[config.mk]
export PLATFORM = sky130hd
export DESIGN_NAME = eprisc_iobus_master
export DESIGN_NICKNAME = d
export VERILOG_FILES = /design/src/rtl/eprisc_iobus_master.sv
export SDC_FILE = /design/constraint.sdc
export NUM_CORES = 1
export LEC_CHECK = 0
export ABC_CLOCK_PERIOD_IN_PS = 4700
export CAP_MARGIN = 25
export CORE_ASPECT_RATIO = 1.4
export CORE_MARGIN = 2
export CORE_UTILIZATION = 40
export DETAILED_ROUTE_END_ITERATION = 8
export GPL_TIMING_DRIVEN = 0
export PLACE_DENSITY = 0.7
export REMOVE_ABC_BUFFERS = 1
export SLEW_MARGIN = 20
export SYNTH_ARGS = -nofsm -noshare
export SYNTH_HDL_FRONTEND = slang
export SYNTH_SLANG_ARGS = --single-unit
[constraint.sdc]
create_clock -name iBoardClock -period 4.7 [get_ports iBoardClock]
set_clock_uncertainty 0.15 [all_clocks]
set_input_delay 0.47 -clock iBoardClock [delete_from_list [all_inputs] [get_ports iBoardClock]]
set_output_delay 0.47 -clock iBoardClock [all_outputs]
set_load 0.02 [all_outputs]
[src/rtl/eprisc_iobus_master.sv]
// eprisc_iobus_master
//   CPU-side initiator for the epRISC byte-wide I/O controller bus. A 32-bit
//   frame word {write, addr[14:0], data[15:0]} is shifted out LSB byte first
//   over six bus-clock beats (Load, LoLo, Lo, Hi, HiHi, Store). MISO bytes
//   are collected during beats 1-4. A read takes two frames because the slave
//   answers with data for the address latched by the previous frame.
//
//   Parameter CLKDIV : system clocks per bus-clock half-period (>= 1).
//
//   Optional feature macro IOBUS_IRQ_LATCH_EN:
//     defined   - iBusInterrupt is synchronised (2 flops) and a rising edge
//                 sets a sticky oIrq, cleared by iIrqAck (set wins).
//     undefined - oIrq is iBusInterrupt registered once; iIrqAck is ignored.
//
//   Ports
//     iBoardClock, iBoardReset   system clock, async active-low reset
//     iReqValid/oReqReady        request handshake (ready only in idle)
//     iReqWrite, iReqTarget, iReqAddr, iReqData   request fields
//     oRespValid, oRespData      one-cycle completion pulse + MISO word
//     oBusClock, oBusSelect, oBusMOSI, iBusMISO   controller bus
//     iBusInterrupt, iIrqAck, oIrq                interrupt path
module eprisc_iobus_master #(
   parameter int CLKDIV = 2
) (
   input  logic        iBoardClock,
   input  logic        iBoardReset,
   input  logic        iReqValid,
   output logic        oReqReady,
   input  logic        iReqWrite,
   input  logic [1:0]  iReqTarget,
   input  logic [14:0] iReqAddr,
   input  logic [15:0] iReqData,
   output logic        oRespValid,
   output logic [31:0] oRespData,
   output logic        oBusClock,
   output logic [1:0]  oBusSelect,
   output logic [7:0]  oBusMOSI,
   input  logic [7:0]  iBusMISO,
   input  logic        iBusInterrupt,
   input  logic        iIrqAck,
   output logic        oIrq
);

   localparam int DW = (CLKDIV > 1) ? $clog2(CLKDIV) : 1;
   localparam logic [DW-1:0] DIV_LAST = DW'(CLKDIV - 1);

   typedef enum logic [1:0] {stSync, stIdle, stFrame, stGap} stateT;

   stateT       state, stateNext;
   logic [DW-1:0] divCnt, divNext;       // cycle within current half-period
   logic [3:0]  halfCnt, halfNext;       // 0 = setup, odd = clock high, even = clock low
   logic        secondFrame, secondNext; // read: currently in the reporting frame
   logic        reqWrite, writeNext;
   logic [1:0]  target, targetNext;
   logic [31:0] frameWord, wordNext;
   logic [31:0] capture, captureNext;

   logic        busClockNext, respValidNext, readyNext;
   logic [1:0]  selectNext;
   logic [7:0]  mosiNext;
   logic [31:0] respDataNext;
   logic        lastDiv;
   logic [3:0]  halfM1;

   always_ff @(posedge iBoardClock or negedge iBoardReset) begin
      if (!iBoardReset) begin
         state       <= stSync;
         divCnt      <= DIV_LAST;   // first edge after release opens the sync high phase
         halfCnt     <= 4'd0;
         secondFrame <= 1'b0;
         reqWrite    <= 1'b0;
         target      <= 2'd0;
         frameWord   <= 32'd0;
         capture     <= 32'd0;
         oBusClock   <= 1'b0;
         oBusSelect  <= 2'd0;
         oBusMOSI    <= 8'd0;
         oReqReady   <= 1'b0;
         oRespValid  <= 1'b0;
         oRespData   <= 32'd0;
      end else begin
         state       <= stateNext;
         divCnt      <= divNext;
         halfCnt     <= halfNext;
         secondFrame <= secondNext;
         reqWrite    <= writeNext;
         target      <= targetNext;
         frameWord   <= wordNext;
         capture     <= captureNext;
         oBusClock   <= busClockNext;
         oBusSelect  <= selectNext;
         oBusMOSI    <= mosiNext;
         oReqReady   <= readyNext;
         oRespValid  <= respValidNext;
         oRespData   <= respDataNext;
      end
   end

   always_comb begin
      stateNext     = state;
      divNext       = divCnt;
      halfNext      = halfCnt;
      secondNext    = secondFrame;
      writeNext     = reqWrite;
      targetNext    = target;
      wordNext      = frameWord;
      captureNext   = capture;
      respValidNext = 1'b0;
      respDataNext  = oRespData;
      lastDiv       = (divCnt == DIV_LAST);

      case (state)
         stSync: begin
            if (lastDiv) begin
               divNext = '0;
               if (halfCnt == 4'd2) stateNext = stIdle;
               else                 halfNext  = halfCnt + 4'd1;
            end else begin
               divNext = divCnt + 1'b1;
            end
         end
         stIdle: begin
            if (iReqValid && oReqReady) begin
               writeNext  = iReqWrite;
               targetNext = iReqTarget;
               wordNext   = {iReqWrite, iReqAddr, iReqWrite ? iReqData : 16'h0000};
               if (iReqTarget == 2'd0) begin
                  // no device on select 0: complete immediately with zero data
                  respValidNext = 1'b1;
                  respDataNext  = 32'd0;
               end else begin
                  stateNext  = stFrame;
                  halfNext   = 4'd0;
                  divNext    = '0;
                  secondNext = 1'b0;
               end
            end
         end
         stFrame: begin
            if (lastDiv) begin
               divNext = '0;
               // edge that drops the clock in beats 1-4 samples the MISO byte
               if (halfCnt[0] && (halfCnt <= 4'd7))
                  captureNext[{halfCnt[2:1], 3'b000} +: 8] = iBusMISO;
               if (halfCnt == 4'd12) begin
                  if (!reqWrite && !secondFrame) begin
                     stateNext = stGap;
                  end else begin
                     stateNext     = stIdle;
                     respValidNext = 1'b1;
                     respDataNext  = captureNext;
                  end
               end else begin
                  halfNext = halfCnt + 4'd1;
               end
            end else begin
               divNext = divCnt + 1'b1;
            end
         end
         stGap: begin
            if (lastDiv) begin
               divNext    = '0;
               halfNext   = 4'd0;
               secondNext = 1'b1;
               stateNext  = stFrame;
            end else begin
               divNext = divCnt + 1'b1;
            end
         end
         default: stateNext = stSync;
      endcase

      // bus outputs are registered versions of the decode of the next state
      busClockNext = 1'b0;
      selectNext   = 2'd0;
      mosiNext     = 8'd0;
      readyNext    = 1'b0;
      halfM1       = halfNext - 4'd1;
      case (stateNext)
         stSync: busClockNext = halfNext[0];
         stIdle: readyNext    = !respValidNext;
         stFrame: begin
            busClockNext = halfNext[0];
            selectNext   = targetNext;
            if (halfNext == 4'd0)
               mosiNext = wordNext[7:0];
            else if (halfNext <= 4'd8)
               mosiNext = wordNext[{halfM1[2:1], 3'b000} +: 8];
         end
         default: ;
      endcase
   end

`ifdef IOBUS_IRQ_LATCH_EN
   logic [2:0] irqSync;   // [1:0] synchroniser, [2] edge-detect history

   always_ff @(posedge iBoardClock or negedge iBoardReset) begin
      if (!iBoardReset) begin
         irqSync <= 3'd0;
         oIrq    <= 1'b0;
      end else begin
         irqSync <= {irqSync[1:0], iBusInterrupt};
         if (irqSync[1] && !irqSync[2]) oIrq <= 1'b1;
         else if (iIrqAck)              oIrq <= 1'b0;
      end
   end
`else
   logic unusedIrqAck;
   assign unusedIrqAck = iIrqAck;

   always_ff @(posedge iBoardClock or negedge iBoardReset) begin
      if (!iBoardReset) oIrq <= 1'b0;
      else              oIrq <= iBusInterrupt;
   end
`endif

endmodule
* After elaboration in Yosys (flattened, before gate mapping)
Index checks and enable logic that the tools add are counted.
** Cells by class
- $add $sub $neg :: 4
- $mul :: 0
- Divide/modulo/power cells :: 0
- $lt $le $gt $ge :: 2
- Equal/unequal tests :: 14
- Shifts and indexed selects :: 3
- Muxes and demuxes :: 48
- Bitwise gates (word level) :: 0
- Reductions and logical operators :: 19
** Operator list (count)
- $mux W32 :: 8
- $pmux W32 S2 :: 1
- $bwmux W32 :: 1
- $shift A8 B7 Y32 const A :: 1
- $shiftx A32 B6 Y8 :: 1
- $shiftx A8 B7 Y32 :: 1
- $mux W4 :: 7
- $mux W8 :: 3
- $mux W2 :: 11
- $mux W16 :: 1
- $pmux W4 S4 :: 1
- $ne A2 B2 Y1 const B :: 7
- $mux W1 :: 11
- $pmux W2 S4 :: 1
- $neg A5 Y7 :: 1
- $eq A2 B2 Y1 const B :: 3
- $logic_not A2 Y1 :: 3
- $pmux W1 S2 :: 3
- $reduce_and A2 Y1 :: 3
- $reduce_and A6 Y1 :: 1
- $add A4 B1 Y4 const B :: 1
- $eq A2 B1 Y1 const B :: 2
- $eq A4 B2 Y1 const B :: 1
- $eq A4 B4 Y1 const B :: 1
- 11 further kinds :: 16
** Storage, ports and cells
- Flip-flop bits (word level) :: 121
- Latch bits :: 0
- Bits in writable memories :: 0
- Memory bits (read-only) :: 0
- Output and inout port bits :: 46
- Word-level logic and storage cells :: 105
- Memories :: 0

* Longest topological paths before layout
- Word-level depth :: 9
- Depth in mapped cells :: 18
- Depth with buffers taken out :: 16

* Worst setup path after synthesis
No wires, ideal clock.
- Kind :: reg-to-reg
- From :: register state[0]
- To :: register oBusMOSI[4]
- Library setup time :: 141 ps
- Arrival time :: 3421 ps
- Required time :: 4409 ps
- Setup slack :: 988 ps
- Cell stages (with the launch flop) :: 17
- Path buffers :: 4
- Path through :: dfrtp_1 > inv_1 > ha_1 > clkbuf_1 > inv_1 > clkbuf_1 > o21ai_0 > o21ai_0 > a21oi_1 > a21oi_1 > ha_1 > clkbuf_1 > buf_2 > mux2_2 > mux2_2 > a22oi_1 > nor2_1
** On the way
- Cells in the longest elaborated chain, start to end :: 7
- Elaborated cells on any way between the ends :: 22
- Classes of those cells :: add/sub (1); order compare (1); eq/ne (4); shift (1); mux (13); reduce/logical (2)
** Ends and longest elaborated chain
- start, declared :: line 49 : stateT state, stateNext;
- start signal, assigned :: line 67 : state <= stSync;
- start signal, assigned :: line 82 : state <= stateNext;
- $eq A2 B2 Y1 (tied with other cells) :: line 112 : case (state)
- $pmux W4 S4 :: line 112
- $sub A3 B1 Y3 :: line 178 : halfM1 = halfNext - 4'd1;
- $shiftx A32 B6 Y8 :: line 188 : mosiNext = wordNext[{halfM1[2:1], 3'b000} +: 8];
- $mux W8 :: line 187 : else if (halfNext <= 4'd8)
- $mux W8 :: line 185 : if (halfNext == 4'd0)
- $mux W8 (*) :: line 179 : case (stateNext)
- named net mosiNext[4] :: line 60 : logic [7:0] mosiNext;
- end signal, assigned :: line 92 : oBusMOSI <= mosiNext;
- end, declared :: line 37 : output logic [7:0] oBusMOSI,
The timed path passes the listed nets; every way through them passes the cells marked *.
A chain may end at the register's enable or synchronous reset.

* Final worst setup path
- From :: register state[0]
- To :: register oBusMOSI[0]
The elaborated chain is that of the path after synthesis.

==> implementation parameters <==
Parameter                              Value

GRT
  GRT Residual Overflow    0
  Maximum number of pins on one net before global-route repair    73
  All-layer global routing usage    18.3%
  Number of global-route vias before repair    4647
  Global-route wire length before repair    23.0 mm
  Antenna violations before repair    0

Detailed routing
  Met3 routed WL    635 um
  Sum of routed wire length over all layers    13.9 mm
  Detailed-router iteration count before antenna repair    6
  Avg Vias per Cell    5.34
  Total number of vias    4726
  DRT antenna net count    0
  DR WL/cell    15.7 um
  Post-route DRC violation count    0
  First DRT Iteration DRCs    243
  Routed metal-1 wirelength    5.96 mm
  Highest routing layer actually used    met4
  Met2 wire length    7.07 mm

Yosys
  Primary flip-flop cell chosen by synthesis mapping    dfrtp_1
  Register area share after synthesis    50.7%
  Mapped Avg Cell Area    9.84 um^2
  Syn Inst Count    607
  Post-synthesis instance area    5970 um^2
  Synthesis Warnings    0
  Fraction of registers with async set or reset after synthesis    100%
  #FFs+latches synth    121
  Number of enable-type register cells in the synthesized netlist    0
  Count of different cell masters after synthesis    48

Setup path
  Worst setup SP type    register
  Kind of critical path    register to register
  Total buffers and inverters traversed by the critical path    2
  Critical path's largest stage delay    770 ps
  Cell family contributing the most delay on the critical path    adder cells
  Data required, critical path    4800 ps
  Arrival time worst endpoint    4220 ps
  Worst Path Max Fanout    36
  CP most frequent cell    o21ai_0
  Kind of end point of the critical path    register
  Slowest cell on crit path    ha_2
  Series of cell instances along the critical path    inv_1 > ha_4 > inv_1 > o21ai_0 > o21ai_0 > a21oi_1 > a21oi_1 > ha_2 > mux2_2 > nand3_1 > o21ai_0 > mux2_2 > a22oi_1 > nor2_1

Floorplan
  Horizontal extent of the die    107 um
  Total Die Area    15900 um^2
  Die Y    149 um
  Num ports    93
  # rows    52
  Core outline area    14500 um^2
  Effective utilization at floorplan    41.2%

Timing
  Hold violation count in the final report    0
  Upper clock frequency limit    243 MHz
  Post-layout min period    4120 ps
  Setup violation total in the final timing report    0
  Worst rel slew slack    35.2%
  Total Negative Setup Slacks    0 ps
  Period utilisation layout    87.7%
  Max Transition Viols Final    0
  Actual slew at the worst max-slew pin    973 ps
  Setup repair after global routing missed its margin    false

Pwr
  Leak    3.64 nW
  Combinational group share of total power    50.6%
  Design internal power    3.22 mW
  Switching power total    2.17 mW
  Post-route total power    5.40 mW
  Clk network pwr share    21.9%
  Worst ir drop on vdd    0.504 mV
  PD cells    707 nW/um^2
  Switching Share    40.3%
  Sequential Power Share    27.4%

Clocking
  Clock-pin slew of the registers on the worst-case setup and hold paths    60 ps
  Root buffer selected by CTS    clkbuf_16
  Total number of clock tree sinks    121
  Clock tree from TritonCTS    done
  Number of buffers created by CTS    17
  Longest Clk Path Bufs    2
  Clock insertion delay at the later pin of the skew report    410 ps
  Setup fix buffers added after clock tree synthesis    0
  H-Tree Level Count    4

Finish
  Ant. Diodes    0
  Fraction of final layout cells sized beyond drive strength 1    14.5%
  Net count of the finished layout    747
  Area of all placed cells without fillers    7630 um^2
  Filler Cells Inserted    1274
  Area growth from synthesis to layout    27.8%

Flow run
  Maximum capacitance violations    0

Placed design
  Routability cong.    0.808
  Count of input and output buffers    91
  Detailed placement HPWL    9.46 mm
  Instance area at placement    7080 um^2

Outcome
  Status    finished, final reports clean

Worst hold path
  Worst hold-check path type    register to register
-- cells in the mapped netlist, drive strengths merged, types with 2 or more instances --
cell    number  area share, %
nand2      169             11
dfrtp      120             50
nand3       52            4.4
mux2        49            9.2
a22o        26            3.8
clkbuf      24            1.5
o21ai       21            1.8
nor2        20            1.3
inv         15           0.94
ha          14            2.9
a22oi       13            1.6
buf         12            1.1
a21oi       11           0.92
mux2i       10            1.7
o31ai        7           0.88
nor3         4           0.34
a31oi        3           0.31
nor4b        3           0.75
o211ai       3           0.38
a211oi       2           0.25
a21boi       2           0.25
nand4        2           0.21
nor2b        2           0.21
nor4         2           0.21
o21a         2           0.25
-- layout by cell type (no fill, tap or decap), drive strengths merged, types with 4 or more instances in the layout --
cell / count
clkinv: 5
nor3: 4
inv: 15
clkbuf: 20
ha: 14
nor2: 20
nand3: 52
a21oi: 11
a22o: 26
mux2: 49
a22oi: 13
o31ai: 7
o21ai: 21
dfrtp: 120
buf: 5
nand2: 169
clkdlybuf4s50: 90
mux2i: 10
-- layout make-up --
cell class	count	area [um^2]	share of cell area [%]
sequential	121	3030	39.7
multi-input combinational	435	2770	36.3
timing repair buffer	96	1000	13.2
clock buffer	20	457	5.98
tap	189	236	3.10
clock inverter	9	77.6	1.02
inverter	15	56.3	0.738
-- per-layer routing --
metal,global-route usage (%),vias up
li1,-,2267
met1,23.1,2277
met2,30.6,156
met3,3.86,26
met4,6.62,0
met5,0,-
-- worst paths after layout --
path | startpoint | endpoint | slack [ps] | cells past startpoint
max | state[0]$_DFF_PN0_ | oBusMOSI[0]$_DFF_PN0_ | 580 | 14
min | oRespData[20]$_DFFE_PN0P_ | oRespData[20]$_DFFE_PN0P_ | 310 | 2
max reg2reg | state[0]$_DFF_PN0_ | oBusMOSI[0]$_DFF_PN0_ | 580 | 14
min reg2reg | oRespData[20]$_DFFE_PN0P_ | oRespData[20]$_DFFE_PN0P_ | 310 | 2
max in group asynchronous | iBoardReset | frameWord[14]$_DFF_PN0_ | 3210 | 3
min in group asynchronous | iBoardReset | oRespData[13]$_DFFE_PN0P_ | 500 | 2
-- power groups by stage --
stage,Combinational (mW),Sequential (mW),Clock (mW)
CTS,2.73,1.47,1.20
global placement,2.59,1.47,0
global route,2.97,1.51,1.26
detailed placement,2.70,1.49,0
finish,2.73,1.48,1.18
floorplan,1.80,1.56,0
-- through the flow --
stage                     util [%]  hold WS (ps)  std cells  worst slack (ps)
after global placement        48.0           299        851             -1590
final                         52.6           314        885               577
after floorplan                  -          24.4        571               525
after CTS                     52.5           317        885               283
after global routing          52.6           335        885               284
after detailed placement      48.8           305        855             -5.96
-- sequential cells by signal, summed over array words and instances (netlist names) --
signal,flops
oBusClock,1
oBusSelect,2
frameWord,32
secondFrame,1
capture,32
oReqReady,1
state,2
target,2
oBusMOSI,8
divCnt,1
oRespData,32
halfCnt,4
oIrq,1
reqWrite,1
oRespValid,1
-- worst register-to-register path: stages (launching register included) --
cell and delay (ps):
dfrtp_1 420, inv_1 150, ha_4 420, inv_1 340
o21ai_0 220, o21ai_0 100, a21oi_1 160, a21oi_1 150
ha_2 770, mux2_2 420, nand3_1 80, o21ai_0 100
mux2_2 270, a22oi_1 160, nor2_1 80
-- cells by family after synthesis --
family | after synthesis | share of synthesized area [%]
flops | 121 | 50.7
fa+ha+maj | 14 | 2.93
simple gates | 260 | 19.0
buf+inv | 51 | 3.52
mux | 59 | 10.9
xor+xnor | 2 | 0.545
compound gates | 100 | 12.3
-- timing repair --
item | in CTS | in global routing
hold endpoints to repair | 70 | 0
gates resized for setup | 1 | 1
hold buffers | 1 | 0
endpoints found under the setup margin | 2 | 2
No activity file was read; power rests on OpenSTA's default activity.
